[src/rtl/muxn_pkg.sv]
// Shared types and sizing helpers for the registered N-way mux stage.
package muxn_pkg;

    typedef enum logic {
        MUX_SEL = 1'b0,
        MUX_RR  = 1'b1
    } mux_mode_e;

    localparam int MUX_MIN_N = 2;

    function automatic int sel_width(input int n);
        return (n < MUX_MIN_N) ? 1 : $clog2(n);
    endfunction

endpackage

[src/rtl/muxn_stage_rr_arbiter.sv]
// Round-robin search: first requester strictly after ptr, wrapping at N.
module rr_arbiter
    import muxn_pkg::*;
#(
    parameter int N = 4,
    localparam int SELW = sel_width(N)
) (
    input  logic [N-1:0]    req,
    input  logic [SELW-1:0] ptr,
    output logic            grant,
    output logic [SELW-1:0] idx
);

    int c;

    always_comb begin
        grant = 1'b0;
        idx   = '0;
        c     = 0;
        for (int k = 1; k <= N; k++) begin
            c = (int'(ptr) + k) % N;
            if (!grant && req[c]) begin
                grant = 1'b1;
                idx   = SELW'(c);
            end
        end
    end

endmodule

[src/rtl/muxn_stage.sv]
// Registered N-channel mux with valid/ready handshake; the channel is picked
// either by an external select or by a round-robin arbiter.
module muxn_stage
    import muxn_pkg::*;
#(
    parameter int WIDTH = 32,
    parameter int N     = 4,
    parameter int MODE  = 0,
    localparam int SELW = sel_width(N)
) (
    input  logic               clk,
    input  logic               reset,
    input  logic               flush,
    input  logic [SELW-1:0]    sel,
    input  logic [N-1:0]       in_valid,
    output logic [N-1:0]       in_ready,
    input  logic [N*WIDTH-1:0] in_data,
    output logic               out_valid,
    input  logic               out_ready,
    output logic [WIDTH-1:0]   out_data,
    output logic [SELW-1:0]    out_ch,
    output logic               sel_err
);

    localparam bit IS_RR = (MODE == int'(MUX_RR));

    logic             load_en;
    logic             m0_ok;
    logic             m0_grant;
    logic             rr_grant;
    logic [SELW-1:0]  rr_idx;
    logic             grant;
    logic [SELW-1:0]  g;
    logic             accept;
    logic [WIDTH-1:0] g_data;

    always_comb begin
        m0_ok    = int'(sel) < N;
        m0_grant = 1'b0;
        for (int i = 0; i < N; i++) begin
            if (sel == SELW'(i) && in_valid[i]) m0_grant = 1'b1;
        end
    end

    assign grant   = IS_RR ? rr_grant : m0_grant;
    assign g       = IS_RR ? rr_idx : sel;
    assign load_en = !out_valid || out_ready;
    // Reset also blocks acceptance so nothing is lost in the reset cycle.
    assign accept  = load_en && !flush && !reset && grant;

    always_comb begin
        in_ready = '0;
        g_data   = '0;
        for (int i = 0; i < N; i++) begin
            if (g == SELW'(i)) begin
                in_ready[i] = accept;
                g_data      = in_data[i*WIDTH +: WIDTH];
            end
        end
    end

    always_ff @(posedge clk) begin
        if (reset) begin
            out_valid <= 1'b0;
            out_data  <= '0;
            out_ch    <= '0;
        end else if (flush) begin
            out_valid <= 1'b0;
        end else if (load_en) begin
            if (grant) begin
                out_valid <= 1'b1;
                out_data  <= g_data;
                out_ch    <= g;
            end else begin
                out_valid <= 1'b0;
            end
        end
    end

    always_ff @(posedge clk) begin
        if (reset) sel_err <= 1'b0;
        else       sel_err <= !IS_RR && !m0_ok;
    end

    generate
        if (IS_RR) begin : g_rr
            logic [SELW-1:0] ptr;

            // ptr = N-1 gives channel 0 first priority out of reset.
            always_ff @(posedge clk) begin
                if (reset)       ptr <= SELW'(N - 1);
                else if (accept) ptr <= rr_idx;
            end

            rr_arbiter #(.N(N)) u_arb (
                .req   (in_valid),
                .ptr   (ptr),
                .grant (rr_grant),
                .idx   (rr_idx)
            );
        end else begin : g_sel
            assign rr_grant = 1'b0;
            assign rr_idx   = '0;
        end
    endgenerate

`ifndef SYNTHESIS
    a_ready_onehot: assert property (@(posedge clk) $onehot0(in_ready));

    a_stall_stable: assert property (@(posedge clk) disable iff (reset)
        (out_valid && !out_ready && !flush)
        |=> ($stable(out_data) && $stable(out_ch)));

    a_ch_range: assert property (@(posedge clk)
        out_valid |-> (int'(out_ch) < N));
`endif

endmodule

[config.mk]
export PLATFORM = sky130hd
export DESIGN_NAME = muxn_stage
export DESIGN_NICKNAME = d
export VERILOG_FILES = /design/src/rtl/muxn_pkg.sv /design/src/rtl/muxn_stage_rr_arbiter.sv /design/src/rtl/muxn_stage.sv
export SDC_FILE = /design/constraint.sdc
export NUM_CORES = 1
export LEC_CHECK = 0
export BUFFER_PORTS_ARGS = -buffer_cell sky130_fd_sc_hd__buf_2
export CAP_MARGIN = 20
export CELL_PAD_IN_SITES_DETAIL_PLACEMENT = 2
export CELL_PAD_IN_SITES_GLOBAL_PLACEMENT = 2
export CORE_MARGIN = 2
export CORE_UTILIZATION = 24
export CTS_BUF_LIST = sky130_fd_sc_hd__clkbuf_8 sky130_fd_sc_hd__clkbuf_16
export DETAILED_ROUTE_END_ITERATION = 8
export GPL_ROUTABILITY_DRIVEN = 0
export GPL_TIMING_DRIVEN = 0
export HOLD_SLACK_MARGIN = 0.06
export PLACE_DENSITY_LB_ADDON = 0.1
export SLEW_MARGIN = 20
export SYNTH_ARGS = -nofsm -noshare
export SYNTH_HDL_FRONTEND = slang
export SYNTH_SLANG_ARGS = --single-unit
[constraint.sdc]
create_clock -name clk -period 2.08 [get_ports clk]
set_input_delay 0.104 -clock clk [delete_from_list [all_inputs] [get_ports clk]]
set_output_delay 0.104 -clock clk [all_outputs]
set_load 0.1 [all_outputs]
**Yosys cells after proc, flatten, opt, wreduce, memory -nomap -nowiden**

Cells that the tools add are included.

- Flip-flop bits (word level): 35
- Latch bits: 0
- RAM bits: 0
- Memory bits (read-only): 0
- Input bits: 138
- Logic and storage cells: 34
- Memories: 0

- $add $sub $neg: 0
- Multiply operators: 0
- Divide/modulo/power cells: 0
- Magnitude comparators: 0
- Equal/unequal tests: 3
- Shifts and indexed selects: 0
- Mux-type cells: 13
- Bitwise logic cells: 1
- Reductions and logical operators: 14

Operator list:

| cell | number |
|---|---|
| two-way mux 32 bit | 4 |
| two-way mux 1 bit | 9 |
| logical AND 1 bit | 7 |
| equality test 2 bit, second input constant | 2 |
| zero test 1 bit | 3 |
| AND reduction 3 bit | 1 |
| equality test 2 x 1 -> 1 bit, second input constant | 1 |
| zero test 2 bit | 1 |
| OR reduction 2 bit | 1 |
| logical OR 1 bit | 1 |
| NOT 1 bit | 1 |

**Depth between registers and ports, before layout**

Gate-level depths: netlist (run 1).

- Depth in word-level cells: 8
- Gate-level depth with buffers: 5
- Depth with buffers taken out: 3

**Worst setup path before layout (run 1)**

No wires, ideal clock.

- Path kind: reg-to-output
- From: register out_valid
- To: output in_ready[2]
- Arrival: 2.010 ns
- Data required time: 1.976 ns
- Setup slack: -0.034 ns
- Stages on the path, launching flop included: 4
- Path through: dfxtp_1 nor2b_1 nor3_1 and4b_1

- Cells in the longest elaborated chain, start to end: 6

Ends and longest elaborated chain:

| item | RTL line | RTL |
|---|---|---|
| start, declared | muxn_stage.sv:18 | `output logic out_valid,` |
| start signal, assigned | muxn_stage.sv:64 | `out_valid <= 1'b0;` |
| start signal, assigned | muxn_stage.sv:68 | `out_valid <= 1'b0;` |
| start signal, assigned | muxn_stage.sv:71 | `out_valid <= 1'b1;` |
| zero test 1 bit | muxn_stage.sv:47 | `assign load_en = !out_valid \|\| out_ready;` |
| logical OR 1 bit | muxn_stage.sv:47 |  |
| logical AND 1 bit (3 in a row) | muxn_stage.sv:49 | `assign accept = load_en && !flush && !reset && grant;` |
| two-way mux 1 bit | muxn_stage.sv:55 | `if (g == SELW'(i)) begin` |
| end, declared | muxn_stage.sv:16 | `output logic [N-1:0] in_ready,` |

Every way passes these cells.

**Worst setup path in the final report (run 1)**

- From: input flush
- To: output in_ready[0]

- Cells in the longest elaborated chain, start to end: 5

Ends and longest elaborated chain:

| item | RTL line | RTL |
|---|---|---|
| start, declared | muxn_stage.sv:13 | `input logic flush,` |
| zero test 1 bit | muxn_stage.sv:49 |  |
| logical AND 1 bit (3 in a row) | muxn_stage.sv:49 |  |
| two-way mux 1 bit | muxn_stage.sv:55 |  |

Every way passes these cells.

==> impl_metrics.yaml, run 1 <==
outcome:
  status: "finished clean"
worst_hold_path:
  min_delay_worst_endpoint: "out_valid$_SDFFE_PP0N_"
  whs_path_depth: 4
  hp-class: "primary input to flop"
  worstHoldStart: "out_ready"
finish:
  mostFrequentLayoutCells: "buf_2 (181), dfxtp_1 (35), nand4_1 (34), inv_1 (34), a21oi_1 (34)"
  drive_gt1_share_pct: 53.3
  final_cells: 569
  antenna_cells: 0
  utilization_pct: 35.6
  final_common_cell: "buf_2"
  fin_nets: 572
  synthToLayoutAreaGrowth_pct: 45.0
floorplanning:
  io_pins: 178
  die-width_um: 107
  die-height_um: 107
  fp-row-count: 37
  dieArea_um2: 11400
  fp.coreArea_um2: 10300
  start_util_pct: 24.6
pwr:
  p_per_area_nw_per_um2: 584
  p_comb_share_pct: 43.7
  switching_share_pct: 41.4
  pwr-share-clk_pct: 21.8
  total_leakage_power_nw: 1.62
  p_switching_w: 0.000886
  intPower_w: 0.00125
  seqPwrFrac_pct: 34.5
  peakVddDrop_mv: 0.239
setup_path:
  end_kind: "output pin"
  cp_top_family: "buffers and inverters"
  worstSetupPathType: "primary input to output pin"
  r2r-end: "out_data[23]$_SDFFE_PP0P_"
  crit_chain: "dlygate4sd3_1 > buf_2 > nor3_1 > and3b_1 > buf_2"
  cp.buffers_inverters: 3
  r2r_cells: 5
  crit_path_max_fanout: 4
  cp_common_cell: "buf_2"
  crit_path_top_delay_cell: "dlygate4sd3_1"
  r2r_start: "out_valid$_SDFFE_PP0N_"
  start_kind: "primary input"
  worstPathRequired_ps: 1980
  reg2reg_slack_ps: 310
  crit_arrival_ps: 1850
  slowest_delay_ps: 550
sta:
  timing.final.crit_share_pct: 94.0
  slew_viol_final: 0
  hold_violations: 0
  skew_ps: 3.93
  worstMarginPinSlew_ps: 580
  setup_violations: 0
  fmax_ghz: 0.511
  tns_ps: 0
  rsz0062_at_grt: "no"
  min_period_ps: 1960
  max-slew-margin-rel_pct: 61.4
yosys:
  synth_cell_types: 24
  synthCells: 251
  syn-num-nets: 389
  synth_top_cell_by_area: "mux4_2"
  yosys_register_bits: 35
  yosysWarnings: 0
  synth_area_per_cell_um2: 10.1
  seq_area_frac_synth_pct: 27.8
  synth_top_area_share_pct: 29.4
  synth_area_leaders: "mux4_2 (29%), dfxtp_1 (28%), a31o_1 (11%)"
  synth_area_um2: 2520
global_routing:
  grt_pass1_wl_mm: 16.4
  grt_pass1_vias: 3256
  overflow: 0
  grt_max_degree: 11
  antenna_found_initial: 0
  grt_usage_pct: 18.2
place:
  dp_hpwl_mm: 8.08
  dp.cells: 562
  port_buffers: 175
detailed_routing:
  routedWlPerCell_um: 17.8
  drt-initial-drc-count: 68
  vias: 2864
  drt-vias-per-instance: 5.03
  ant_nets: 0
  drc: 0
  wl_mm: 10.1
  drt_pre_antenna_iters: 4
clock_tree:
  h-tree-depth: 2
  clock-sinks: 35
  cts_tree: "built"
  cts_buffer_depth: 2
  path_clk_slew_ps: 70
  cts_buffers: 5
  root_buffer: "clkbuf_8"
  clkLatencyLatePin_ps: 290
flow_run:
  cap_violations: 0
==> through the flow <==
stage | total power (W) | worst slack, ps | hold WS, ps | instance area, um2
floorplan | 0.00143 | 1.80 | 183 | 2530
global placement | 0.00168 | 312 | 339 | 3570
detailed placement | 0.00170 | 280 | 343 | 3570
CTS | 0.00218 | 69.8 | 147 | 3650
global route | 0.00227 | 43.7 | 214 | 3660
finish | 0.00214 | 124 | 158 | 3660
==> worst max-delay path by stage <==
stage                                      to  slack [ps]                    from  cells after the start
finish                            in_ready[0]         120                   flush                      5
global route                      in_ready[0]          40                   flush                      5
CTS                               in_ready[3]          70                   flush                      5
detailed placement  out_data[23]$_SDFFE_PP0P_         280  out_valid$_SDFFE_PP0N_                      5
global placement                  in_ready[3]         310                  sel[1]                      5
floorplan                         in_ready[0]           2  out_valid$_SDFFE_PP0N_                      3
==> what timing repair did <==
action | CTS | global route
resized for setup | 0 | 2
setup endpoints to repair | 0 | 2
hold buffers | 1 | 0
setup buffers | 0 | 0
hold endpoints to repair | 1 | 0
==> flip-flops by register name, summed over array words and instances (netlist names) <==
name,cells
out_data,32
out_ch,2
out_valid,1
==> cells in the mapped netlist <==
| cell | count |
|---|---|
| nor2b_1 | 1 |
| a31o_1 | 33 |
| mux2i_1 | 1 |
| mux4_2 | 33 |
| buf_1 | 4 |
| and4_1 | 1 |
| buf_2 | 8 |
| nor3_1 | 2 |
| buf_6 | 5 |
| inv_2 | 1 |
| mux2_1 | 1 |
| and4b_1 | 1 |
| dfxtp_1 | 35 |
| and3b_1 | 1 |
| nor2_1 | 2 |
| o41ai_1 | 1 |
| nand4_1 | 34 |
| and3_1 | 1 |
| a21oi_1 | 34 |
| nand2b_1 | 1 |
| buf_4 | 2 |
| clkbuf_1 | 15 |
| conb_1 | 1 |
| inv_1 | 33 |
==> layer usage <==
metal | share of wire, % | GRT usage, %
met1 | 42 | 22.5
met2 | 52 | 32.9
met3 | 5.1 | 3.62
met4 | 0.72 | 3.71
met5 | 0 | 0
==> cell families after synthesis <==
logic type             synth area share, %
muxes                                 30.3
buffers and inverters                 12.3
DFF                                   27.8
and+or+nand+nor                       11.0
AOI/OAI and AO/OA                     18.5
other                                0.149
==> cell type report <==
class | count | area (um2)
sequential | 35 | 701
inverter | 34 | 128
fill | 1227 | 6620
buffer | 34 | 183
tap | 136 | 170
clock buffer | 5 | 68.8
timing repair buffer | 176 | 891
clock inverter | 1 | 3.75
multi-input combinational | 148 | 1520
==> tightest hold or removal path, stage by stage <==
cell and delay (ps):
buf_2 80, nor2b_1 60, nor2_1 100, nor3_1 50
==> power by group through the flow <==
stage / Sequential (W) / Combinational (W) / Clock (W)
2_1_floorplan: 0.00108 / 0.000346 / 0
3_3_place_gp: 0.000749 / 0.000928 / 0
3_5_place_dp: 0.000753 / 0.000942 / 0
4_1_cts: 0.000737 / 0.000945 / 0.000495
5_1_grt: 0.000743 / 0.00100 / 0.000524
6_report: 0.000737 / 0.000933 / 0.000467
(Power assumes the default switching activity.)
==> run 2: changes to the inputs <==
Settings changed: ABC_AREA from default to 1, CORE_UTILIZATION 24 to 20, SLEW_MARGIN 20 to 30.
==> run 2 against run 1 <==
  * Cell area increased by 5.0%
  * Critical endpoint unchanged
  * Die area up 21%
  * Sequential share of layout area is 0.91 points lower
  * Sequential power up 3%
  * Non-clock buffer count fell by 5
  * Hold slack better by 7.7 ps
  * Final cell count is 38% higher
  * Utilization shrank 5.0 points
  * First-iteration DRC count grew 10%
  * Flip-flop and latch count stayed put
  * Clock skew hardly changed
==> impl_metrics.yaml, run 2 <==
outcome:
  status: "finished clean"
place:
  port_buffers: 175
  dp_hpwl_mm: 10.2
  dpl_cell_area_um2: 3670
global_routing:
  grt_pass1_vias: 3940
  grt_pass1_wl_mm: 20.0
  grt_usage_pct: 19.1
  grt_max_degree: 11
  antenna_found_initial: 2
  overflow: 0
setup_path:
  crit_chain: "nand2_1 > inv_1 > nor2_1 > inv_1 > nor2_8 > nand2_1 > nor2_2 > buf_4"
  crit_path_top_delay_cell: "dfxtp_1"
  start_kind: "flop"
  worstSetupPathType: "flop to output pin"
  worstPathRequired_ps: 1980
  r2r_start: "out_valid$_SDFFE_PP0N_"
  crit_start: "out_valid$_SDFFE_PP0N_"
  cp_top_family: "simple AND/OR/NAND/NOR gates"
  crit_arrival_ps: 1800
  slowest_delay_ps: 320
  cp.buffers_inverters: 3
  crit_path_max_fanout: 10
  end_kind: "output pin"
finish:
  mostFrequentLayoutCells: "buf_2 (182), nand2_1 (121), nand3_1 (79), nor2_1 (62), dfxtp_1 (35)"
  utilization_pct: 30.6
  largestRegisters: "out_data: 32 flops, out_ch: 2 flops, out_valid: 1 flops"
  synthToLayoutAreaGrowth_pct: 49.8
  drive_gt1_share_pct: 38.9
  fin_nets: 749
  final_common_cell: "buf_2"
  largest_reg_flops: 32
  largest_register: "out_data"
  fin_area_um2: 3840
clock_tree:
  path_clk_slew_ps: 60
  clkLatencyLatePin_ps: 280
  clock-sinks: 35
  cts_buffers: 5
  h-tree-depth: 2
  cts_tree: "built"
  root_buffer: "clkbuf_16"
  cts_buffer_depth: 2
floorplanning:
  die-width_um: 117
  dieArea_um2: 13700
  io_pins: 178
  fp-row-count: 41
  fp.coreArea_um2: 12600
  die-height_um: 117
  start_util_pct: 20.4
yosys:
  synth_fa_ha_area_share_pct: 0
  synth-simple-area-share_pct: 57.3
  synthArstFlopShare_pct: 0
  synth_edf_count: 0
  synthMuxAreaShare_pct: 0
  synthCells: 427
  synth_top_area_share_pct: 27.3
  seq_area_frac_synth_pct: 27.3
  yosysWarnings: 0
  synth_cell_types: 29
  synth-compound-area-share_pct: 5.51
  synth_top_cell_by_area: "dfxtp_1"
  synth_ff_type: "dfxtp_1"
  yosys_register_bits: 35
  synth_area_leaders: "dfxtp_1 (27%), nand2_1 (18%), nand3_1 (15%)"
  synthXorXnorAreaFrac_pct: 0
  synth_top_family_by_area: "simple AND/OR/NAND/NOR gates"
  syn-num-nets: 565
  synth_commonest_cells: "nand2_1 (121), nand3_1 (79), nor2_1 (66), dfxtp_1 (35), o21ai_0 (25)"
  synth_area_um2: 2560
  synth_area_per_cell_um2: 6.01
  yosysMostFrequentCell: "nand2_1"
detailed_routing:
  drt-initial-drc-count: 75
  drt_pre_antenna_iters: 4
  ant_nets: 0
  wl_mm: 12.9
  routedWlPerCell_um: 16.4
  drt-vias-per-instance: 4.42
  vias: 3475
  drc: 0
pwr:
  p_per_area_nw_per_um2: 669
  total_leakage_power_nw: 2.01
  peakVddDrop_mv: 0.295
worst_hold_path:
  worstHoldStart: "in_data[81]"
  hp-class: "primary input to flop"
sta:
  worstMarginPinSlew_ps: 698
  min_period_ps: 1900
  max-slew-margin-rel_pct: 53.5
  holdWs_ps: 166
  slew_viol_final: 0
  skew_ps: 3.92
  tns_ps: 0
  fmax_ghz: 0.526
  timing.final.crit_share_pct: 91.4
  setup_violations: 0
  rsz0062_at_grt: "no"
  hold_violations: 0
flow_run:
  cap_violations: 0
## run 2: cell count changes in the layout (fill, tap and decap cells not counted), moves of 33 or more
cell     previous run  this run
nor2_1              2        62
nand3_1             0        79
nand2_1             0       121
a21oi_1            34         0
a31o_1             33         0
mux4_2             33         0
## run 2: worst paths after layout
check	end	slack, ps	depth (start not counted)
setup / recovery	in_ready[0]	180	8
hold / removal	out_data[17]$_SDFFE_PP0P_	170	5
setup reg to reg	out_data[15]$_SDFFE_PP0P_	430	8
hold reg to reg	out_data[4]$_SDFFE_PP0P_	490	2
## run 2: metal layers
metal	track usage [%]	part of all wire [%]	up-vias
met5	0	0	-
met3	5.10	7.9	11
li1	-	-	1732
met4	3.69	1.2	0
met1	22.1	42	1618
met2	35.3	49	114
## run 2: cells by family (layout without fill, tap and decap cells)
logic type,count (synthesis),after routing
and+or+nand+nor,318,318
buffers and inverters,47,232
DFF,35,35
AOI/OAI and AO/OA,26,26
other,1,3
## run 2: worst reg2reg max path, cell delays in order, from the launching register on
cell and delay [ps]:
dfxtp_1 320, nand2_1 70, inv_1 50, nor2_1 100, buf_2 290, buf_1 460
nand3_1 150, nand2_1 80, nor2_1 40
## run 2: power breakdown
| part | leakage, nW | switching [W] | internal, W |
|---|---|---|---|
| Combinational | 1.65 | 0.000789 | 0.000287 |
| Sequential | 0.288 | 0.0000297 | 0.000728 |
| Clock | 0.0762 | 0.000305 | 0.000434 |
| Total | 2.01 | 0.00112 | 0.00145 |
## run 2: area by class of cell
class                   count  area, um2
diodes                      2       5.00
plain buffers              28        178
clock buffers               5        125
clock inverters             3       12.5
fillers                  1579       8730
inverters                  19       72.6
multi-input cells         345       1620
flip-flops and latches     35        701
well taps                 172        215
repair buffers            177        910
## run 2: per-stage QoR
stage / total power (W) / cells / setup slack (ps)
2_1_floorplan: 0.00154 / 427 / -230
3_3_place_gp: 0.00184 / 774 / 235
3_5_place_dp: 0.00185 / 774 / 201
4_1_cts: 0.00261 / 784 / 30.5
5_1_grt: 0.00272 / 784 / 13.8
6_report: 0.00257 / 786 / 179
## run 2: repair_timing
action                                  CTS  global route
buffers inserted                          0             0
hold endpoints to repair                  1             0
hold buffers                              2             0
gates resized for setup                   0             9
endpoints found under the setup margin    0             4
==> run 3: changes to the inputs <==
Settings changed: CORE_UTILIZATION 20 to 19.
Clock period 2.08 ns to 1.89 ns, I/O delays scaled along.
==> run 3 against run 2 <==
  * Final cell count grew 0.76%
  * Non-clock buffer count grew 3
  * Critical path type unchanged
  * Count of clock-buffer cells in the layout grew 1
  * Global-route usage shrank 0.62 points
  * Register-to-register slack lost 200 ps
==> impl_metrics.yaml, run 3 (same netlist as run 2, synthesis figures left out) <==
sta:
  worstMarginPinSlew_ps: 663
  fmax_ghz: 0.580
  slew_viol_final: 0
  rsz0062_at_grt: "no"
  min_period_ps: 1720
  setup_violations: 0
  worst_slack_ps: 167
  timing.final.crit_share_pct: 91.2
  hold_violations: 0
  max-slew-margin-rel_pct: 55.8
  skew_ps: 3.91
  tns_ps: 0
finish:
  fillCellCount: 1656
  drive_gt1_share_pct: 39.8
  ff_latch_area_um2: 702
  final_common_cell: "buf_2"
  largest_reg_flops: 32
  largestRegisters: "out_data: 32 flops, out_ch: 2 flops, out_valid: 1 flops"
  mostFrequentLayoutCells: "buf_2 (182), nand2_1 (120), nand3_1 (79), nor2_1 (62), dfxtp_1 (34)"
  fin_nets: 752
  synthToLayoutAreaGrowth_pct: 53.6
  largest_register: "out_data"
  multiInputGateArea_um2: 1650
clock_tree:
  path_clk_slew_ps: 60
  cts_buffer_depth: 2
  clock-sinks: 35
  root_buffer: "clkbuf_16"
  cts_buffers: 5
  h-tree-depth: 2
  clkLatencyLatePin_ps: 280
  cts_tree: "built"
floorplanning:
  fp.coreArea_um2: 13200
  start_util_pct: 19.4
  io_pins: 178
  die-height_um: 120
  dieArea_um2: 14400
  fp-row-count: 42
  die-width_um: 120
global_routing:
  grt_max_degree: 12
  overflow: 0
  antenna_found_initial: 1
  grt_pass1_vias: 3929
  grt_usage_pct: 18.5
  grt_pass1_wl_mm: 20.5
detailed_routing:
  drt-vias-per-instance: 4.41
  drc: 0
  vias: 3490
  routedWlPerCell_um: 16.6
  wl_mm: 13.2
  ant_nets: 0
  drt_pre_antenna_iters: 4
  drt-initial-drc-count: 87
worst_hold_path:
  hp-class: "primary input to flop"
setup_path:
  crit_arrival_ps: 1630
  crit_path_max_fanout: 6
  worstSetupPathType: "flop to output pin"
  worstPathRequired_ps: 1800
  start_kind: "flop"
  end_kind: "output pin"
pwr:
  p_comb_share_pct: 39.5
  total_leakage_power_nw: 2.04
  p_per_area_nw_per_um2: 771
  seqPwrFrac_pct: 27.4
  p_total_w: 0.00304
  pwr-share-clk_pct: 33.1
  p_switching_w: 0.00126
  switching_share_pct: 41.4
  intPower_w: 0.00178
  peakVddDrop_mv: 0.279
place:
  dp_hpwl_mm: 10.4
  pre_cts_slack_ps: 11.7
  port_buffers: 175
flow_run:
  cap_violations: 0
outcome:
  status: "finished clean"
-- run 3: cell count changes in the layout (fill, tap and decap cells not counted), sizes merged --
cell / change
buf: +3
bufinv: +1
clkbuf: +1
diode: -1
inv: -2
-- run 3: per-stage QoR --
step                      utilization (%)  std cells  area (um2)  hold WS [ps]
final                                29.9        792        3940           147
after global routing                 29.8        791        3940           201
after CTS                            29.7        788        3910           151
after detailed placement             28.0        778        3690           281
after global placement               28.0        778        3690           276
after floorplan                         -        427        2600           156
-- run 3: power by group through the flow --
stage               Combinational [W]  Clock [W]  Sequential [W]
floorplan                    0.000400          0         0.00129
finish                        0.00120    0.00100        0.000833
global route                  0.00130    0.00107        0.000842
detailed placement            0.00120          0        0.000849
CTS                           0.00121    0.00104        0.000833
global placement              0.00118          0        0.000846
-- run 3: worst max-delay path: stages (launching register included) --
cell	delay (ps)
dfxtp_2	320
nand2_1	60
inv_1	50
nor2_1	110
inv_1	110
nor2_8	170
nand2_2	160
nor2_4	140
buf_6	230
-- run 3: cell type report --
type                    count  area share, %
diodes                      1         0.0635
well taps                 176           5.59
multi-input cells         345           41.8
clock buffers               6           3.53
flip-flops and latches     35           17.8
inverters                  19           1.84
repair buffers            180           24.0
plain buffers              28           4.51
clock inverters             2          0.889
-- run 3: metal layers --
| layer | share of wire (%) | global-route usage (%) |
|---|---|---|
| met4 | 0.61 | 3.68 |
| met3 | 7.1 | 4.95 |
| met2 | 50 | 34.8 |
| met5 | 0 | 0 |
| met1 | 42 | 20.8 |
-- run 3: what timing repair did --
| item | 4_1_cts | 5_1_grt |
|---|---|---|
| hold buffers | 2 | 0 |
| setup endpoints to repair | 4 | 4 |
| buffers inserted | 0 | 3 |
| gates resized for setup | 8 | 0 |
| pin swaps | 1 | 1 |
| endpoints found under the hold margin | 1 | 0 |
-- run 3: final timing paths --
| kind | startpoint | end | slack [ps] | cells past startpoint |
|---|---|---|---|---|
| worst max register to register | out_valid$_SDFFE_PP0N_ | out_data[31]$_SDFFE_PP0P_ | 230 | 8 |
| worst max-delay path | out_valid$_SDFFE_PP0N_ | in_ready[0] | 170 | 8 |
| worst min-delay path | in_data[87] | out_data[23]$_SDFFE_PP0P_ | 150 | 5 |
| worst min register to register | out_data[29]$_SDFFE_PP0P_ | out_data[29]$_SDFFE_PP0P_ | 480 | 2 |
